===== src/rtl/uart_pkg.sv =====
// ============================================================================
// Module      : uart_pkg
// Description : Parity encodings, FSM state codes and parity helper shared by
//               the UART transmit and receive paths.
// Revision    : 1.0 - initial release
// ============================================================================
`default_nettype none

package uart_pkg;

  localparam int UART_PAR_NONE = 0;
  localparam int UART_PAR_EVEN = 1;
  localparam int UART_PAR_ODD  = 2;

  typedef enum logic [2:0] {
    ST_IDLE   = 3'd0,
    ST_START  = 3'd1,
    ST_DATA   = 3'd2,
    ST_PARITY = 3'd3,
    ST_STOP   = 3'd4
  } uart_state_e;

  // Narrower words are zero-extended, which leaves the XOR reduction unchanged.
  function automatic logic parity_bit(input logic [8:0] data, input int mode);
    return (mode == UART_PAR_ODD) ? ~^data : ^data;
  endfunction

endpackage

`default_nettype wire


===== src/rtl/sync_fifo.sv =====
// ============================================================================
// Module      : sync_fifo
// Description : Single-clock FIFO with registered full/empty flags and count.
// Revision    : 1.0 - initial release
// ============================================================================
`default_nettype none

module sync_fifo #(
  parameter int WIDTH = 8,
  parameter int DEPTH = 16
) (
  input  logic                   clk,
  input  logic                   reset,
  input  logic                   wr_en,
  input  logic [WIDTH-1:0]       wr_data,
  output logic                   full,
  input  logic                   rd_en,
  output logic [WIDTH-1:0]       rd_data,
  output logic                   empty,
  output logic [$clog2(DEPTH):0] count
);

  localparam int c_ptr_w = $clog2(DEPTH);
  localparam int c_cnt_w = $clog2(DEPTH) + 1;

  if (DEPTH < 2 || (DEPTH & (DEPTH - 1)) != 0) begin : g_bad_depth
    $error("sync_fifo: DEPTH must be a power of 2 and >= 2");
  end

  logic [WIDTH-1:0]   r_mem [DEPTH];
  logic [c_ptr_w-1:0] r_wr_ptr;
  logic [c_ptr_w-1:0] r_rd_ptr;
  logic [c_cnt_w-1:0] r_count;
  logic [c_cnt_w-1:0] w_count_next;
  logic               r_full;
  logic               r_empty;
  logic               w_push;
  logic               w_pop;

  assign w_push  = wr_en && !r_full;
  assign w_pop   = rd_en && !r_empty;
  assign full    = r_full;
  assign empty   = r_empty;
  assign count   = r_count;
  assign rd_data = r_mem[r_rd_ptr];

  always_comb begin
    w_count_next = r_count;
    if (w_push && !w_pop) begin
      w_count_next = r_count + c_cnt_w'(1);
    end else if (!w_push && w_pop) begin
      w_count_next = r_count - c_cnt_w'(1);
    end
  end

  always_ff @(posedge clk or posedge reset) begin
    if (reset) begin
      r_wr_ptr <= '0;
      r_rd_ptr <= '0;
      r_count  <= '0;
      r_full   <= 1'b0;
      r_empty  <= 1'b1;
    end else begin
      if (w_push) r_wr_ptr <= r_wr_ptr + c_ptr_w'(1);
      if (w_pop)  r_rd_ptr <= r_rd_ptr + c_ptr_w'(1);
      r_count <= w_count_next;
      r_full  <= (w_count_next == c_cnt_w'(DEPTH));
      r_empty <= (w_count_next == '0);
    end
  end

  // Storage needs no reset; the pointers alone define what is valid.
  always_ff @(posedge clk) begin
    if (w_push) r_mem[r_wr_ptr] <= wr_data;
  end

endmodule

`default_nettype wire


===== src/rtl/uart_tx_fifo.sv =====
// ============================================================================
// Module      : uart_tx_fifo
// Description : FIFO-buffered UART transmitter, 5-9 data bits, optional parity,
//               1-2 stop bits, CTS-gated frame start, gapless back-to-back frames.
// Revision    : 1.0 - initial release
// ============================================================================
`default_nettype none

module uart_tx_fifo #(
  parameter int CLK_FREQ   = 50000000,
  parameter int BAUD_RATE  = 9600,
  parameter int DATA_BITS  = 8,
  parameter int PARITY     = 0,
  parameter int STOP_BITS  = 1,
  parameter int FIFO_DEPTH = 16
) (
  input  logic                        clk,
  input  logic                        reset,
  input  logic                        s_valid,
  output logic                        s_ready,
  input  logic [DATA_BITS-1:0]        s_data,
  input  logic                        cts,
  output logic                        tx,
  output logic                        tx_busy,
  output logic                        tx_done,
  output logic [$clog2(FIFO_DEPTH):0] fifo_count
);

  import uart_pkg::*;

  localparam int c_clks_per_bit = CLK_FREQ / BAUD_RATE;
  localparam int c_baud_w       = (c_clks_per_bit > 1) ? $clog2(c_clks_per_bit) : 1;
  localparam int c_bit_w        = 4;

  localparam logic [c_baud_w-1:0] c_baud_last = c_baud_w'(c_clks_per_bit - 1);
  localparam logic [c_bit_w-1:0]  c_data_last = c_bit_w'(DATA_BITS - 1);
  localparam logic [c_bit_w-1:0]  c_stop_last = c_bit_w'(STOP_BITS - 1);

  if (DATA_BITS < 5 || DATA_BITS > 9) begin : g_bad_data_bits
    $error("uart_tx_fifo: DATA_BITS must be in 5..9");
  end
  if (STOP_BITS < 1 || STOP_BITS > 2) begin : g_bad_stop_bits
    $error("uart_tx_fifo: STOP_BITS must be 1 or 2");
  end
  if (PARITY < UART_PAR_NONE || PARITY > UART_PAR_ODD) begin : g_bad_parity
    $error("uart_tx_fifo: PARITY must be 0, 1 or 2");
  end
  if (c_clks_per_bit < 2) begin : g_bad_baud
    $error("uart_tx_fifo: CLK_FREQ/BAUD_RATE must be >= 2");
  end

  uart_state_e          r_state;
  uart_state_e          w_next;
  logic [c_baud_w-1:0]  r_baud;
  logic [c_bit_w-1:0]   r_bit;
  logic [DATA_BITS-1:0] r_shift;
  logic                 r_par;
  logic                 w_bit_end;
  logic                 w_can_start;
  logic                 w_pop;
  logic                 w_tx;
  logic                 w_done;
  logic                 w_fifo_full;
  logic                 w_fifo_empty;
  logic [DATA_BITS-1:0] w_fifo_rd;

  sync_fifo #(
    .WIDTH (DATA_BITS),
    .DEPTH (FIFO_DEPTH)
  ) u_fifo (
    .clk     (clk),
    .reset   (reset),
    .wr_en   (s_valid),
    .wr_data (s_data),
    .full    (w_fifo_full),
    .rd_en   (w_pop),
    .rd_data (w_fifo_rd),
    .empty   (w_fifo_empty),
    .count   (fifo_count)
  );

  assign s_ready     = ~w_fifo_full;
  assign w_bit_end   = (r_baud == c_baud_last);
  assign w_can_start = !w_fifo_empty && cts;
  assign tx          = w_tx;
  assign tx_busy     = (r_state != ST_IDLE);
  assign tx_done     = w_done;

  always_ff @(posedge clk or posedge reset) begin
    if (reset) r_state <= ST_IDLE;
    else       r_state <= w_next;
  end

  // tx is a pure decode of state so an async reset forces the line idle at once.
  always_comb begin
    w_next = r_state;
    w_pop  = 1'b0;
    w_done = 1'b0;
    w_tx   = 1'b1;
    case (r_state)
      ST_IDLE: begin
        if (w_can_start) begin
          w_pop  = 1'b1;
          w_next = ST_START;
        end
      end
      ST_START: begin
        w_tx = 1'b0;
        if (w_bit_end) w_next = ST_DATA;
      end
      ST_DATA: begin
        w_tx = r_shift[0];
        if (w_bit_end && r_bit == c_data_last) begin
          w_next = (PARITY != UART_PAR_NONE) ? ST_PARITY : ST_STOP;
        end
      end
      ST_PARITY: begin
        w_tx = r_par;
        if (w_bit_end) w_next = ST_STOP;
      end
      ST_STOP: begin
        if (w_bit_end && r_bit == c_stop_last) begin
          w_done = 1'b1;
          if (w_can_start) begin
            w_pop  = 1'b1;
            w_next = ST_START;
          end else begin
            w_next = ST_IDLE;
          end
        end
      end
      default: w_next = ST_IDLE;
    endcase
  end

  always_ff @(posedge clk or posedge reset) begin
    if (reset) begin
      r_baud  <= '0;
      r_bit   <= '0;
      r_shift <= '0;
      r_par   <= 1'b0;
    end else begin
      if (r_state == ST_IDLE || w_bit_end) r_baud <= '0;
      else                                 r_baud <= r_baud + c_baud_w'(1);

      // Bit index restarts whenever the FSM changes state.
      if (r_state != w_next) r_bit <= '0;
      else if (w_bit_end)    r_bit <= r_bit + c_bit_w'(1);

      if (w_pop) begin
        r_shift <= w_fifo_rd;
        r_par   <= parity_bit(9'(w_fifo_rd), PARITY);
      end else if (r_state == ST_DATA && w_bit_end) begin
        r_shift <= r_shift >> 1;
      end
    end
  end

endmodule

`default_nettype wire


===== config.mk =====
export PLATFORM = sky130hd
export DESIGN_NAME = uart_tx_fifo
export DESIGN_NICKNAME = d
export VERILOG_FILES = /design/src/rtl/uart_pkg.sv /design/src/rtl/sync_fifo.sv /design/src/rtl/uart_tx_fifo.sv
export SDC_FILE = /design/constraint.sdc
export NUM_CORES = 1
export LEC_CHECK = 0
export BUFFER_PORTS_ARGS = -buffer_cell sky130_fd_sc_hd__buf_4
export CAP_MARGIN = 10
export CORE_ASPECT_RATIO = 1.5
export CORE_UTILIZATION = 55
export DETAILED_ROUTE_END_ITERATION = 7
export PLACE_DENSITY = 0.71
export SETUP_SLACK_MARGIN = 0.1
export SYNTH_ARGS = -nofsm -noshare
export SYNTH_HDL_FRONTEND = slang
export SYNTH_HIERARCHICAL = 1
export SYNTH_SLANG_ARGS = --single-unit

===== constraint.sdc =====
create_clock -name clk -period 2.4 [get_ports clk]
set_input_delay 0.48 -clock clk [delete_from_list [all_inputs] [get_ports clk]]
set_output_delay 0.48 -clock clk [all_outputs]
set_load 0.1 [all_outputs]

==> results of run 1 <==
==> registers in the layout (all words and copies together), names as in the netlist <==
signal,flops
r_par,1
r_baud,13
r_bit,4
u_fifo/empty,1
r_shift,8
r_state,3
u_fifo/r_wr_ptr,4
u_fifo/r_mem,128
u_fifo/r_rd_ptr,4
u_fifo/full,1
u_fifo/count,5
==> power groups by stage <==
stage	combinational, uW	clock, uW	sequential, uW
after floorplan	2280	0	4250
after global placement	3190	0	4050
after detailed placement	3230	0	4070
after CTS	3400	2960	4040
after global routing	3760	3080	4110
final	3520	2920	4060
==> layout make-up <==
type | instances | area, sq um | share of cell area [%]
well taps | 159 | 199 | 2.30
multi-input cells | 260 | 2430 | 28.1
clock inverters | 15 | 209 | 2.41
repair buffers | 48 | 413 | 4.76
clock buffers | 17 | 425 | 4.91
inverters | 11 | 41.3 | 0.476
flip-flops and latches | 172 | 4950 | 57.1
==> routing by layer <==
metal  global-route usage, %  wire length, um
met3                    4.13              443
met5                       0                0
met4                    6.58              139
met2                    40.7             8260
met1                    27.5             5830
==> logic make-up after synthesis <==
family                     after synthesis  share of synthesized area [%]
DFF                                    172                           67.1
and+or+nand+nor                        132                           10.1
AOI/OAI and AO/OA                       56                           5.30
muxes                                   35                           10.5
buffers and inverters                   29                           2.14
xor gates and xnor gates                27                           3.21
adders and majority gates               10                           1.70
==> critical path, cell delays in order (launching register included) <==
cell and delay (ps):
dfrtp_2 430, nor4b_4 350, nand4_1 190, buf_4 180, nor2_4 100, buf_12 180
==> how the worst max path moves through the flow <==
stage / endpoint / startpoint
after floorplan: u_fifo/full / r_baud[0]
after global placement: r_par / u_fifo/r_rd_ptr[0]
after detailed placement: u_fifo/full / r_bit[0]
after CTS: tx_done / r_baud[11]
after global routing: tx_done / r_bit[0]
final: tx_done / r_baud[8]
==> through the flow <==
step                      setup TNS, ps  setup WS, ps  hold slack [ps]  total power, uW  util, %
after floorplan                       0           102              381             6540        -
after global placement                0          15.4              453             7240     59.3
after detailed placement           -156          -115              464             7300     59.3
after CTS                             0          77.9              143            10400     65.6
after global routing              -28.6         -28.6              166            11000     66.6
final                                 0          73.4              136            10500     66.6
==> cell usage after synthesis (7+ instances only) <==
cell type,n
xor2_1,9
xnor2_1,18
a21o_1,8
and2_1,19
nand2_1,24
nand3_1,10
nor2b_1,7
nand4_1,7
dfrtp_1,43
edfxtp_1,128
a22oi_1,10
ha_1,10
a21oi_1,14
mux4_2,26
nor2_1,28
o21ai_0,7
inv_1,11
a22o_1,7
==> repair_timing <==
| item | CTS | global route |
|---|---|---|
| setup endpoints to repair | 4 | 6 |
| gates resized for setup | 24 | 17 |
| hold buffers | 0 | 0 |
| setup buffers | 10 | 6 |
| pin swaps | 14 | 9 |
==> results.cfg, run 1 <==
[clock_tree]
htreeDepth = 4
cts_root_buf = clkbuf_16
cts_tree = done
clkTransAtPathRegs_ps = 70
numCtsBuffers = 17
clockBufferDepth = 2
cts_sinks = 172
insertion_delay_ps = 420

[floorplanning]
start_util_pct = 56.6
die_w_um = 96.5
core_sq_um = 13000
num_rows = 51
die_h_um = 144
ios = 21
die_area_sq_um = 13900

[yosys]
syn_area_per_cell_sq_um = 16.0
synth_top_cell_by_area = edfxtp_1
netlist_area_sq_um = 7370
synth_nets = 483
synth_ff_type = edfxtp_1
synth_area_leaders = edfxtp_1 (52%), dfrtp_1 (15%), mux4_2 (7.9%)
synth_warnings = 6
seq_area_frac_synth_pct = 67.1
synth-edff-count = 128
synthCells = 461
async_flop_share_pct = 25.6
yosys.area.top_type_share_pct = 52.1
ys_types = 52
ys_ff_latch = 172

[finish]
layout_common_cells = edfxtp_1 (128), buf_4 (42), dfrtp_1 (41), nor2_1 (26), mux4_2 (26)
syn_to_final_growth_pct = 17.6
drive_gt1_share_pct = 27.7
final_common_cell = edfxtp_1
final_area_sq_um = 8670
instances_no_fill = 682
num-fill-cells = 871
antenna_cells = 0
nets = 532

[grt]
antenna_found_initial = 0
overflow = 0
grt_pass1_wl_um = 22300
track_usage_pct = 22.7
grt_max_degree = 35
grt_pass1_vias = 4051

[routing]
initialDrtViolationCount = 356
first_pass_iters = 5
wl_um = 14700
viasPerCell = 6.01
drcViolationCount = 0
drtAntennaViolNets = 0
wl_per_cell_um = 21.5
num_vias = 4097

[power_and_ir_drop]
power.share.switching_pct = 33.1
power.share.sequential_pct = 38.7
clkPwrFrac_pct = 27.8
p_sw_uw = 3480
p_comb_share_pct = 33.5
powerDensity_nw_per_um2 = 1210
p_int_uw = 7030
ir_drop_mv = 0.582
leakage_uw = 0.00318

[placed_design]
place_congestion = 0.860
place_inst = 634
post_dp_cell_area_sq_um = 7720
portBuffers = 20
dp_hpwl_um = 9370

[setup_path]
cp_data_arrival_time_ps = 1850
timing.rr.start = u_fifo/r_rd_ptr[0]
worstPathRequired_ps = 1920
r2r_cells = 9
crit_type = reg -> out
worstReg2RegEnd = r_par
critical_path.max_fanout = 2
end_kind = output pin
ff2ff_setup_slack_ps = 90
cp-start-kind = register

[run_status]
outcome = complete, no violations

[timing]
maxSlewViolCount = 0
slew_headroom_pct = 59.8
timing.final.hold_violations = 0
clock.fmax_mhz = 430
period_needed_ps = 2330
worst_slew_pin_slew_ps = 603
min_period_over_period_pct = 96.9
finalSetupViolCount = 0
fin_worst_skew_ps = 9.41
grt_setup_unrepaired = yes

[min_path]
hp-class = in -> async

[job]
maxCapViolCount = 0
Power figures use the tool's default switching activity.
==> inputs of run 2 (changes only) <==
SYNTH_HIERARCHICAL = not set   (was 1)
==> results.cfg, run 2 <==
[timing]
timing.final.hold_violations = 0
grt_setup_unrepaired = yes
period_needed_ps = 2530
whs_ps = 140
worst_slew_pin_slew_ps = 886
fin_worst_skew_ps = 10.0
fin_ws_ps = -134
slew_headroom_pct = 40.6
maxSlewViolCount = 0
finalSetupViolCount = 1
min_period_over_period_pct = 106
clock.fmax_mhz = 395

[power_and_ir_drop]
powerDensity_nw_per_um2 = 1170
power.share.switching_pct = 33.1
p_sw_uw = 3370
ir_drop_mv = 0.487
p_int_uw = 6820
leakage_uw = 0.00329
p_comb_share_pct = 35.5
clkPwrFrac_pct = 25.8
power.share.sequential_pct = 38.7

[yosys]
ys_types = 46
async_flop_share_pct = 25.6
synthCells = 448
synth-edff-count = 128
synth.top_cells.by_count = edfxtp_1 (128), dfrtp_1 (43), nor2_1 (32)
synthMostInstantiatedCell = edfxtp_1
ys_ff_latch = 172
yosys.area.top_type_share_pct = 52.9
netlist_area_sq_um = 7260
synth_nets = 470
synth_warnings = 0
synth_top_cell_by_area = edfxtp_1
synth_area_leaders = edfxtp_1 (53%), dfrtp_1 (15%), mux4_2 (7.1%)
synth_ff_type = edfxtp_1
syn_area_per_cell_sq_um = 16.2
seq_area_frac_synth_pct = 68.1

[setup_path]
crit_type = reg -> reg
worst_path_most_repeated_cell = buf_4
slowest_delay_ps = 490
cp-start-kind = register
critical_path.max_fanout = 4
path_cells = buf_4, buf_8, mux4_2, a21o_1, a222oi_1, buf_4, xnor3_1, xnor2_1, a21oi_1
r2r_cells = 9
worstPathRequired_ps = 2700
crit_slowest_cell = mux4_2
end_kind = register
crit_family = compound AO/OA/AOI/OAI gates
cp_data_arrival_time_ps = 2840
cp_num_cells = 9
worst-path-buf-inv = 3

[routing]
drcViolationCount = 0
first_pass_iters = 4
drtAntennaViolNets = 0
initialDrtViolationCount = 194
wl_um = 14100
wl_per_cell_um = 20.1
viasPerCell = 5.75
num_vias = 4033

[placed_design]
portBuffers = 20
dp_hpwl_um = 9650
place_congestion = 0.762
post_dp_cell_area_sq_um = 7900
place_inst = 656
dp_slack_ps = -271

[finish]
largest_register = u_fifo.r_mem
final_common_cell = edfxtp_1
final_area_sq_um = 8690
instances_no_fill = 702
top_regs = u_fifo.r_mem x128, r_baud x13, r_shift x8
layout_common_cells = edfxtp_1 (128), buf_4 (69), dfrtp_1 (42), nor2_1 (31), nand2_1 (30)
largest_reg_flops = 128
drive_gt1_share_pct = 28.4
antenna_cells = 0
nets = 552
syn_to_final_growth_pct = 19.8

[grt]
overflow = 0
antenna_found_initial = 0
track_usage_pct = 22.7
grt_pass1_wl_um = 22000
grt_pass1_vias = 4140
grt_max_degree = 24

[clock_tree]
cts_sinks = 172
clkTransAtPathRegs_ps = 70
numCtsBuffers = 17
cts_root_buf = clkbuf_16
insertion_delay_ps = 420
clockBufferDepth = 2
cts_tree = done
cts_hold_buf = 0
htreeDepth = 4

[floorplanning]
core_sq_um = 13000
num_rows = 51
die_w_um = 95.8
ios = 21
die_h_um = 143
die_area_sq_um = 13700
start_util_pct = 56.0

[run_status]
outcome = finished with violations
violations = setup timing

[min_path]
hp-class = in -> async

[job]
maxCapViolCount = 0
==> run 2: worst reg2reg max path, delay by kind of cell (launching register included) <==
kind	cells	cell delay (ps)
DFF	1	390
buffers and inverters	3	470
xor gates and xnor gates	2	470
muxes	1	490
AOI/OAI and AO/OA	3	590
==> run 2: metrics by stage <==
stage | TNS [ps] | util (%) | total power (uW)
final | -134 | 67.1 | 10200
after global routing | -341 | 67.1 | 10700
after CTS | -141 | 66.8 | 10200
after detailed placement | -272 | 61.0 | 7340
after global placement | -203 | 61.0 | 7250
after floorplan | -9.76 | - | 6370
==> run 2: kinds of logic (layout without fill, tap and decap cells) <==
| logic type | after synthesis | count (layout) | share of synthesized area, % |
|---|---|---|---|
| AOI/OAI and AO/OA | 39 | 39 | 3.45 |
| muxes | 45 | 45 | 12.2 |
| xor gates and xnor gates | 30 | 30 | 3.81 |
| and+or+nand+nor | 126 | 126 | 8.95 |
| DFF | 172 | 172 | 68.1 |
| adders and majority gates | 10 | 10 | 1.72 |
| buffers and inverters | 26 | 121 | 1.71 |
==> run 2: power by group through the flow <==
stage	Combinational, uW	Clock [uW]	Sequential, uW
6_report	3620	2630	3950
5_1_grt	3890	2790	3990
4_1_cts	3640	2650	3940
3_5_place_dp	3320	0	4030
3_3_place_gp	3240	0	4010
2_1_floorplan	2140	0	4230
==> run 2: worst paths after layout <==
kind / from / end / slack, ps
hold reg to reg: r_baud[0] / r_baud[0] / 490
setup reg to reg: u_fifo.r_rd_ptr[0] / r_par / -130
hold / removal: reset / r_bit[2] / 140
min in group clk: s_data[0] / u_fifo.r_mem[4][0] / 360
max in group asynchronous: reset / u_fifo.empty / 1630
setup / recovery: u_fifo.r_rd_ptr[0] / r_par / -130
==> run 2: routing by layer <==
layer / global-route usage (%) / vias to the layer above / part of all wire [%] / wire [um]
met4: 8.33 / 0 / 1.8 / 255
met2: 40.3 / 85 / 56 / 7940
met5: 0 / - / 0 / 0
li1: - / 1874 / - / -
met1: 27.1 / 2052 / 39 / 5510
met3: 4.53 / 22 / 2.7 / 384
==> run 2: layout make-up <==
cell class / count / area, sq um
clock inverter: 15 / 149
tap: 159 / 199
fill: 852 / 4260
multi-input combinational: 250 / 2250
timing repair buffer: 79 / 687
sequential: 172 / 4950
clock buffer: 17 / 425
inverter: 10 / 37.5
==> run 2: what timing repair did <==
item                       4_1_cts  5_1_grt
setup endpoints to repair        4        4
gates resized for setup         20        4
pin swaps                       10        4
setup buffers                   12        2
